--- config.mk ---
export PLATFORM = sky130hd
export DESIGN_NAME = mul_issue_ctrl_flat
export DESIGN_NICKNAME = d
export VERILOG_FILES = /design/src/rtl/mul_issue_ctrl_if.sv /design/src/rtl/mul_issue_ctrl.sv /design/src/flat_wrapper.sv
export SDC_FILE = /design/constraint.sdc
export NUM_CORES = 1
export LEC_CHECK = 0
export CAP_MARGIN = 20
export CORE_AREA = 2 2 122 124
export DETAILED_ROUTE_END_ITERATION = 6
export DIE_AREA = 0 0 124 126
export PLACE_DENSITY = 0.82
export SKIP_CTS_REPAIR_TIMING = 1
export SLEW_MARGIN = 20
export SYNTH_ARGS = -nofsm -noshare
export SYNTH_HDL_FRONTEND = slang
export SYNTH_SLANG_ARGS = --single-unit
--- constraint.sdc ---
create_clock -name clock -period 5.2 [get_ports clock]
set_input_delay 1.04 -clock clock [delete_from_list [all_inputs] [get_ports clock]]
set_output_delay 1.04 -clock clock [all_outputs]
set_load 0.03 [all_outputs]
--- src/rtl/mul_issue_ctrl_if.sv ---
// Port bundle between the multiplier sequencing stage and its surroundings:
// operand request, combinational multiplier hookup and the two-beat result stream.
interface mul_issue_ctrl_if;
  logic               start;
  logic signed [31:0] op_a;
  logic signed [31:0] op_b;
  logic signed [31:0] mul_in1;
  logic signed [31:0] mul_in2;
  logic        [31:0] mul_zlow;
  logic        [31:0] mul_zhigh;
  logic               busy;
  logic               res_valid;
  logic               res_ready;
  logic        [31:0] res_data;
  logic               res_last;
  logic        [31:0] zlo_q;
  logic        [31:0] zhi_q;
  logic               res_sign;
  logic               res_ovf;

  modport master (
    input  start, op_a, op_b, mul_zlow, mul_zhigh, res_ready,
    output mul_in1, mul_in2, busy, res_valid, res_data, res_last,
           zlo_q, zhi_q, res_sign, res_ovf
  );

  modport slave (
    output start, op_a, op_b, mul_zlow, mul_zhigh, res_ready,
    input  mul_in1, mul_in2, busy, res_valid, res_data, res_last,
           zlo_q, zhi_q, res_sign, res_ovf
  );
endinterface

--- src/rtl/mul_issue_ctrl.sv ---
// Sequencer around a combinational 32x32 signed multiplier: latch operands, wait for
// the product to settle, capture it into ZHI/ZLO and return it as LO then HI beats.
module mul_issue_ctrl #(
  parameter int SETTLE_CYCLES = 2,
  parameter int CNT_W         = 4
) (
  input logic              clock,
  input logic              clear,
  mul_issue_ctrl_if.master bus
);

  typedef enum logic [1:0] {IDLE, WAIT, LO, HI} state_t;

  localparam logic [CNT_W-1:0] CNT_LOAD = CNT_W'(SETTLE_CYCLES - 1);

  state_t             state, state_next;
  logic [CNT_W-1:0]   cnt;
  logic signed [31:0] a_p0, b_p0;
  logic        [31:0] zlo_p1, zhi_p1;
  logic               accept, capture;
  logic               busy, res_valid, res_last;
  logic        [31:0] res_data;

  // A product that fits in 32 signed bits has ZHI equal to the sign extension of ZLO.
  function automatic logic exceeds_s32(input logic [31:0] hi, input logic [31:0] lo);
    return hi != {32{lo[31]}};
  endfunction

  assign accept  = (state == IDLE) && bus.start;
  assign capture = (state == WAIT) && (cnt == '0);

  always_ff @(posedge clock or posedge clear) begin
    if (clear) state <= IDLE;
    else       state <= state_next;
  end

  always_comb begin
    state_next = state;
    unique case (state)
      IDLE: if (bus.start)     state_next = WAIT;
      WAIT: if (cnt == '0)     state_next = LO;
      LO:   if (bus.res_ready) state_next = HI;
      HI:   if (bus.res_ready) state_next = IDLE;
      default:                 state_next = IDLE;
    endcase
  end

  always_comb begin
    busy      = 1'b1;
    res_valid = 1'b0;
    res_last  = 1'b0;
    res_data  = '0;
    unique case (state)
      IDLE: busy = 1'b0;
      WAIT: ;
      LO: begin
        res_valid = 1'b1;
        res_data  = zlo_p1;
      end
      HI: begin
        res_valid = 1'b1;
        res_last  = 1'b1;
        res_data  = zhi_p1;
      end
      default: busy = 1'b0;
    endcase
  end

  // Stage p0: operand latch and settle counter
  always_ff @(posedge clock or posedge clear) begin
    if (clear) begin
      a_p0 <= '0;
      b_p0 <= '0;
      cnt  <= '0;
    end else if (accept) begin
      a_p0 <= bus.op_a;
      b_p0 <= bus.op_b;
      cnt  <= CNT_LOAD;
    end else if ((state == WAIT) && (cnt != '0)) begin
      cnt <= cnt - 1'b1;
    end
  end

  // Stage p1: product capture, held until the next capture
  always_ff @(posedge clock or posedge clear) begin
    if (clear) begin
      zlo_p1 <= '0;
      zhi_p1 <= '0;
    end else if (capture) begin
      zlo_p1 <= bus.mul_zlow;
      zhi_p1 <= bus.mul_zhigh;
    end
  end

  assign bus.mul_in1   = a_p0;
  assign bus.mul_in2   = b_p0;
  assign bus.busy      = busy;
  assign bus.res_valid = res_valid;
  assign bus.res_last  = res_last;
  assign bus.res_data  = res_data;
  assign bus.zlo_q     = zlo_p1;
  assign bus.zhi_q     = zhi_p1;
  assign bus.res_sign  = zhi_p1[31];
  assign bus.res_ovf   = exceeds_s32(zhi_p1, zlo_p1);

endmodule

--- src/flat_wrapper.sv ---
// flat-port wrapper written by rule: the top's interface ports become plain ports
module mul_issue_ctrl_flat 
#(
  parameter int SETTLE_CYCLES = 2,
  parameter int CNT_W         = 4
)
  (clock, clear, bus_start, bus_op_a, bus_op_b, bus_mul_zlow, bus_mul_zhigh, bus_res_ready, bus_mul_in1, bus_mul_in2, bus_busy, bus_res_valid, bus_res_data, bus_res_last, bus_zlo_q, bus_zhi_q, bus_res_sign, bus_res_ovf);
  mul_issue_ctrl_if bus_i ();
  input logic clock;
  input logic clear;
  input wire logic [$bits(bus_i.start)-1:0] bus_start;
  input wire logic [$bits(bus_i.op_a)-1:0] bus_op_a;
  input wire logic [$bits(bus_i.op_b)-1:0] bus_op_b;
  input wire logic [$bits(bus_i.mul_zlow)-1:0] bus_mul_zlow;
  input wire logic [$bits(bus_i.mul_zhigh)-1:0] bus_mul_zhigh;
  input wire logic [$bits(bus_i.res_ready)-1:0] bus_res_ready;
  output wire logic [$bits(bus_i.mul_in1)-1:0] bus_mul_in1;
  output wire logic [$bits(bus_i.mul_in2)-1:0] bus_mul_in2;
  output wire logic [$bits(bus_i.busy)-1:0] bus_busy;
  output wire logic [$bits(bus_i.res_valid)-1:0] bus_res_valid;
  output wire logic [$bits(bus_i.res_data)-1:0] bus_res_data;
  output wire logic [$bits(bus_i.res_last)-1:0] bus_res_last;
  output wire logic [$bits(bus_i.zlo_q)-1:0] bus_zlo_q;
  output wire logic [$bits(bus_i.zhi_q)-1:0] bus_zhi_q;
  output wire logic [$bits(bus_i.res_sign)-1:0] bus_res_sign;
  output wire logic [$bits(bus_i.res_ovf)-1:0] bus_res_ovf;
  assign bus_i.start = bus_start;
  assign bus_i.op_a = bus_op_a;
  assign bus_i.op_b = bus_op_b;
  assign bus_i.mul_zlow = bus_mul_zlow;
  assign bus_i.mul_zhigh = bus_mul_zhigh;
  assign bus_i.res_ready = bus_res_ready;
  assign bus_mul_in1 = bus_i.mul_in1;
  assign bus_mul_in2 = bus_i.mul_in2;
  assign bus_busy = bus_i.busy;
  assign bus_res_valid = bus_i.res_valid;
  assign bus_res_data = bus_i.res_data;
  assign bus_res_last = bus_i.res_last;
  assign bus_zlo_q = bus_i.zlo_q;
  assign bus_zhi_q = bus_i.zhi_q;
  assign bus_res_sign = bus_i.res_sign;
  assign bus_res_ovf = bus_i.res_ovf;
  mul_issue_ctrl #(.SETTLE_CYCLES(SETTLE_CYCLES), .CNT_W(CNT_W)) u_core (.clock(clock), .clear(clear), .bus(bus_i));
endmodule
==> impl_metrics.tcl, run 1 <==
set metrics [dict create \
    grt_pass1_vias 4637 \
    wl_per_cell_um 18.65 \
    crit_type "reg -> out" \
    peakVddDrop_mv 0.3539 \
    drv_slew 0 \
    clkSinkCount 134 \
    status "completed" \
    nNetsFinal 822 \
    p_int_mw 4.192 \
    setup_tns_ns 0 \
    pwr-share-comb_pct 57.1 \
    synth_top_area_share_pct 59.25 \
    hpwl_um 12180 \
    reg2reg_slack_ns 2.73 \
    avgSynthCellArea_um2 14.66 \
    drv_cap 0 \
    io_buffers 296 \
    hold_class "reg -> reg" \
    crit_start "u_core.state[0]" \
    critPathTopFamily "buffers and inverters" \
    num_rows 44 \
    gp_congestion 0.8506 \
    grt_max_degree 80 \
    synth_seq_cells 134 \
    via_count 4494 \
    drc 0 \
    initial_core_util_pct 39.54 \
    critPathMaxFanout 18 \
    p_leak_nw 3.843 \
    clk_pin_slew_ns 0.05 \
    synth_seq_area_share_pct 59.25 \
    root_buffer "clkbuf_16" \
    synthToLayoutAreaGrowth_pct 64.60 \
    crit-reg2reg-launch "u_core.cnt[0]" \
    mostFrequentLayoutCell "clkdlybuf4s50_1" \
    yosys_warnings 0 \
    pwr-share-seq_pct 28.1 \
    h-tree-depth 4 \
    critPathRequiredTime_ns 4.16 \
    slowest_delay_ns 0.67 \
    critPathArrivalTime_ns 2.83 \
    drtIter0Drc 135 \
    io_pins 297 \
    startpoint_type "register" \
    maxSlewHeadroom_pct 27.61 \
    max_freq_mhz 258.3 \
    power_mw 7.322 \
    period_needed_ns 3.871 \
    path_cells "inv_1 > ha_1 > buf_4 > a22o_1 > clkdlybuf4s50_1" \
    n_fill_cell 1095 \
    end_kind "output port" \
    hold_viol 0 \
    syn_nets 525 \
    rsz0062_at_grt "false" \
    die_w_um 124 \
    clockBufferDepth 2 \
    drt_wl_total_um 16320 \
    netlist_instances 386 \
    cts_tree "yes" \
    critPathBufInv 3 \
    setup_viol 0 \
    ant_nets 0 \
    critPathSlowestCell "clkdlybuf4s50_1" \
    synthTopCellsByArea "dfrtp_1 59%, mux2_2 25%, a22o_1 5.0%" \
    first_pass_iters 4 \
    p_clk_share_pct 14.8 \
    rr_worst_depth 5 \
    finalCritPeriodShare_pct 74.44 \
    power.switching_mw 3.129 \
    seqCellArea_mm2 0.003353 \
    p_sw_share_pct 42.74 \
    drive_gt1_share_pct 23.01 \
    antenna_found_initial 0 \
    multiInputGateArea_mm2 0.002140 \
    netlist_area_mm2 0.005659 \
    cts_inserted_buffers 17 \
    grt_usage_pct 20.94 \
    powerDensity_mw_per_mm2 786.0 \
    fin_skew_ns 0.007292 \
    insertion_delay_ns 0.41 \
    final_cell_mix "296 x clkdlybuf4s50_1, 134 x dfrtp_1, 124 x mux2_2" \
    yosysTopAreaCell "dfrtp_1" \
    grt_pass1_wl_um 24710 \
    reg2reg_to "u_core.bus.zhi_q[31]" \
    gr-total-overflow 0 \
    synth_cell_types 27 \
    antenna_cells 0 \
    dieHeight_um 126 \
    cp.depth 5 \
    endpoint "bus_res_data[3]" \
    dieArea_mm2 0.01562 \
    coreArea_mm2 0.01431 \
    worstMarginPinSlew_ns 1.086 \
    avgViaCountPerCell 5.136 \
]
-- state kept, by name (all words and copies together), names as in the netlist --
signal,cells
u_core.bus.mul_in1,32
u_core.bus.mul_in2,32
u_core.bus.zhi_q,32
u_core.bus.zlo_q,32
u_core.cnt,4
u_core.state,2
-- per-layer routing --
metal	up-vias	global-route usage (%)	wire length, µm
li1	2006	-	-
met5	-	0	0
met1	2258	23.07	6175
met2	204	37.04	8570
met3	26	6.567	1236
met4	0	8.460	336
-- area by class of cell --
cell class	instances	share of cell area [%]
inverters	8	0.3492
repair buffers	301	32.56
well taps	184	2.471
clock inverters	5	0.5641
multi-input cells	221	22.97
clock buffers	22	5.091
flip-flops and latches	134	36.00
-- synthesized netlist by cell type --
| library cell | instances |
|---|---|
| o22ai_1 | 1 |
| buf_2 | 7 |
| xnor2_1 | 1 |
| ha_1 | 7 |
| a221oi_1 | 1 |
| a21oi_1 | 2 |
| mux2_1 | 5 |
| and2_4 | 1 |
| nor4_1 | 4 |
| or4_1 | 1 |
| buf_4 | 1 |
| a22o_1 | 32 |
| a31oi_1 | 4 |
| nor3_1 | 9 |
| nor2_1 | 8 |
| nand2_1 | 6 |
| dfrtp_1 | 134 |
| nand3_1 | 6 |
| clkbuf_1 | 9 |
| xor2_1 | 2 |
| nor2_8 | 1 |
| mux2_2 | 124 |
| nand4_1 | 4 |
| buf_6 | 6 |
| inv_1 | 8 |
| or3b_4 | 1 |
| mux2i_1 | 1 |
-- through the flow --
| stage | utilization (%) | setup WS [ns] | std cells | instance area, µm² | hold slack (ns) |
|---|---|---|---|---|---|
| 6_report | 65.08 | 1.329 | 875 | 9315 | 0.4996 |
| 5_1_grt | 65.08 | 1.192 | 875 | 9315 | 0.5120 |
| 4_1_cts | 64.85 | 1.303 | 874 | 9283 | 0.5040 |
| 3_5_place_dp | 61.17 | 1.757 | 847 | 8756 | 0.4920 |
| 3_3_place_gp | 61.17 | 1.835 | 847 | 8756 | 0.4868 |
| 2_1_floorplan | - | 0.5772 | 386 | 5659 | 0.5086 |
-- worst min-delay path by stage --
stage                                start                     end  slack, ns  depth (start not counted)
finish              u_core.bus.mul_in1[29]  u_core.bus.mul_in1[29]       0.50                          1
detailed placement  u_core.bus.mul_in1[29]  u_core.bus.mul_in1[29]       0.49                          1
global route        u_core.bus.mul_in1[30]  u_core.bus.mul_in1[30]       0.51                          1
floorplan                    u_core.cnt[0]           u_core.cnt[0]       0.51                          2
CTS                 u_core.bus.mul_in1[29]  u_core.bus.mul_in1[29]       0.50                          1
global placement     u_core.bus.mul_in1[0]   u_core.bus.mul_in1[0]       0.49                          1
-- cell families (layout without fill, tap and decap cells) --
| kind of cell | after synthesis | after routing | share of synthesized area (%) |
|---|---|---|---|
| fa+ha+maj | 7 | 7 | 1.548 |
| mux | 130 | 130 | 25.85 |
| compound gates | 40 | 40 | 5.837 |
| buf+inv | 31 | 336 | 3.073 |
| xor+xnor | 3 | 3 | 0.4644 |
| simple gates | 41 | 41 | 3.980 |
| flops | 134 | 134 | 59.25 |
-- power by group through the flow --
stage	Clock [mW]	Combinational [mW]	Sequential [mW]
after floorplan	0	1.47	2.97
after global placement	0	4.13	2.03
after detailed placement	0	4.21	2.07
after CTS	1.11	4.22	2.06
after global routing	1.15	4.39	2.13
final	1.08	4.18	2.06
Note: power is estimated with default switching activity, not from simulation.
==> run 2, diff against run 1 <==
Clock period 5.2 ns to 3.6 ns, I/O delays scaled along.
==> impl_metrics.tcl, run 2 (synthesized netlist as in run 1, its figures left out) <==
set metrics [dict create \
    status "completed" \
    power.switching_mw 4.557 \
    coreArea_mm2 0.01431 \
    pwr-share-comb_pct 56.5 \
    p_int_mw 6.227 \
    clockBufferDepth 2 \
    path_cells "nor4_1 > a31oi_1 > or4_1 > clkdlybuf4s50_1" \
    nNetsFinal 824 \
    rr_worst_depth 5 \
    p_leak_nw 3.870 \
    crit_type "reg -> out" \
    dpl_cell_area_mm2 0.008805 \
    io_buffers 296 \
    power_mw 10.78 \
    worstMarginPinSlew_ns 0.7045 \
    drc 0 \
    drtIter0Drc 192 \
    setup_tns_ns 0 \
    cts_tree "yes" \
    synthToLayoutAreaGrowth_pct 66.19 \
    gp_congestion 0.7988 \
    worst_slack_ns 0.3565 \
    fin_util_pct 65.71 \
    via_count 4415 \
    wl_per_cell_um 18.64 \
    drv_slew 0 \
    cts_inserted_buffers 17 \
    first_pass_iters 4 \
    die_w_um 124 \
    num_rows 44 \
    dp.cells 850 \
    grt_usage_pct 20.92 \
    finalCritPeriodShare_pct 90.10 \
    n_fill_cell 1058 \
    critPathRequiredTime_ns 2.88 \
    critPathMaxFanout 11 \
    clk_pin_slew_ns 0.05 \
    antenna_found_initial 0 \
    peakVddDrop_mv 0.5442 \
    end_kind "output port" \
    p_sw_share_pct 42.26 \
    drt_wl_total_um 16420 \
    insertion_delay_ns 0.41 \
    io_pins 297 \
    whs_ns 0.5018 \
    fin_skew_ns 0.01321 \
    avgViaCountPerCell 5.011 \
    worstHoldPathCells 1 \
    hpwl_um 12090 \
    grt_pass1_vias 4702 \
    clkSinkCount 134 \
    hold_class "reg -> reg" \
    reg2reg_slack_ns 1.46 \
    crit-reg2reg-launch "u_core.state[1]" \
    rsz0062_at_grt "false" \
    seqCellArea_mm2 0.003353 \
    setup_viol 0 \
    gr-total-overflow 0 \
    antenna_cells 0 \
    p_clk_share_pct 16.2 \
    mostFrequentLayoutCell "clkdlybuf4s50_1" \
    critPathSlowestCell "clkdlybuf4s50_1" \
    startpoint_type "register" \
    period_needed_ns 3.244 \
    initial_core_util_pct 39.54 \
    ant_nets 0 \
    grt_pass1_wl_um 24920 \
    pwr-share-seq_pct 27.3 \
    root_buffer "clkbuf_16" \
    reg2reg_to "u_core.bus.mul_in1[21]" \
    dp_slack_ns 0.7951 \
    drv_cap 0 \
    h-tree-depth 4 \
    grt_max_degree 75 \
    drive_gt1_share_pct 23.53 \
    powerDensity_mw_per_mm2 1147 \
    multiInputGateArea_mm2 0.002135 \
    final_cell_mix "296 x clkdlybuf4s50_1, 134 x dfrtp_1, 124 x mux2_2" \
    dieArea_mm2 0.01562 \
    slowest_delay_ns 0.62 \
    final_design_area_no_fill_mm2 0.009405 \
    final_cells 881 \
    hold_viol 0 \
    critPathArrivalTime_ns 2.52 \
    crit_start "u_core.bus.zlo_q[31]" \
    maxSlewHeadroom_pct 52.87 \
    endpoint "bus_res_ovf" \
    dieHeight_um 126 \
    max_freq_mhz 308.3 \
]
run 2: changes by cell type in the layout (fill, tap and decap cells not counted):
cell / change
nand2_2: +1
buf_4: +1
inv_4: -1
clkbuf_1: +1
bufinv_16: +2
nand2_4: -1
clkinv_2: -1
clkinvlp_4: +3
buf_16: -1
buf_12: +2
run 2: area by class of cell:
type | count | share of cell area, %
sequential | 134 | 35.65
timing repair buffer | 303 | 32.46
clock buffer | 23 | 5.082
tap | 184 | 2.448
multi-input combinational | 221 | 22.70
clock inverter | 8 | 1.304
inverter | 8 | 0.3592
run 2: how the worst min path moves through the flow:
stage                           start                endpoint  slack, ns
6_report       u_core.bus.mul_in1[23]  u_core.bus.mul_in1[23]       0.50
5_1_grt        u_core.bus.mul_in2[26]  u_core.bus.mul_in2[26]       0.51
4_1_cts        u_core.bus.mul_in1[23]  u_core.bus.mul_in1[23]       0.50
3_5_place_dp   u_core.bus.mul_in1[23]  u_core.bus.mul_in1[23]       0.49
3_3_place_gp   u_core.bus.mul_in1[13]  u_core.bus.mul_in1[13]       0.49
2_1_floorplan           u_core.cnt[0]           u_core.cnt[0]       0.51
run 2: worst max-delay path, delay by kind of cell (launching register included):
| family | cells | cell delay (ns) |
|---|---|---|
| AOI/OAI and AO/OA | 1 | 0.16 |
| buffers and inverters | 1 | 0.62 |
| DFF | 1 | 0.51 |
| and+or+nand+nor | 2 | 0.83 |
run 2: per-layer routing:
layer  wire length [µm]  GRT usage, %  part of all wire [%]
met5                  0             0                     0
met4                434         8.857                   2.6
met3               1370         6.431                   8.3
met2               8659         37.59                    53
met1               5957         22.41                    36
run 2: power by group through the flow:
stage	logic (mW)	registers [mW]	clock network [mW]
CTS	6.15	2.95	1.78
global placement	6.04	2.90	0
global route	6.39	3.06	1.87
floorplan	2.12	4.29	0
detailed placement	6.12	2.97	0
finish	6.09	2.95	1.74
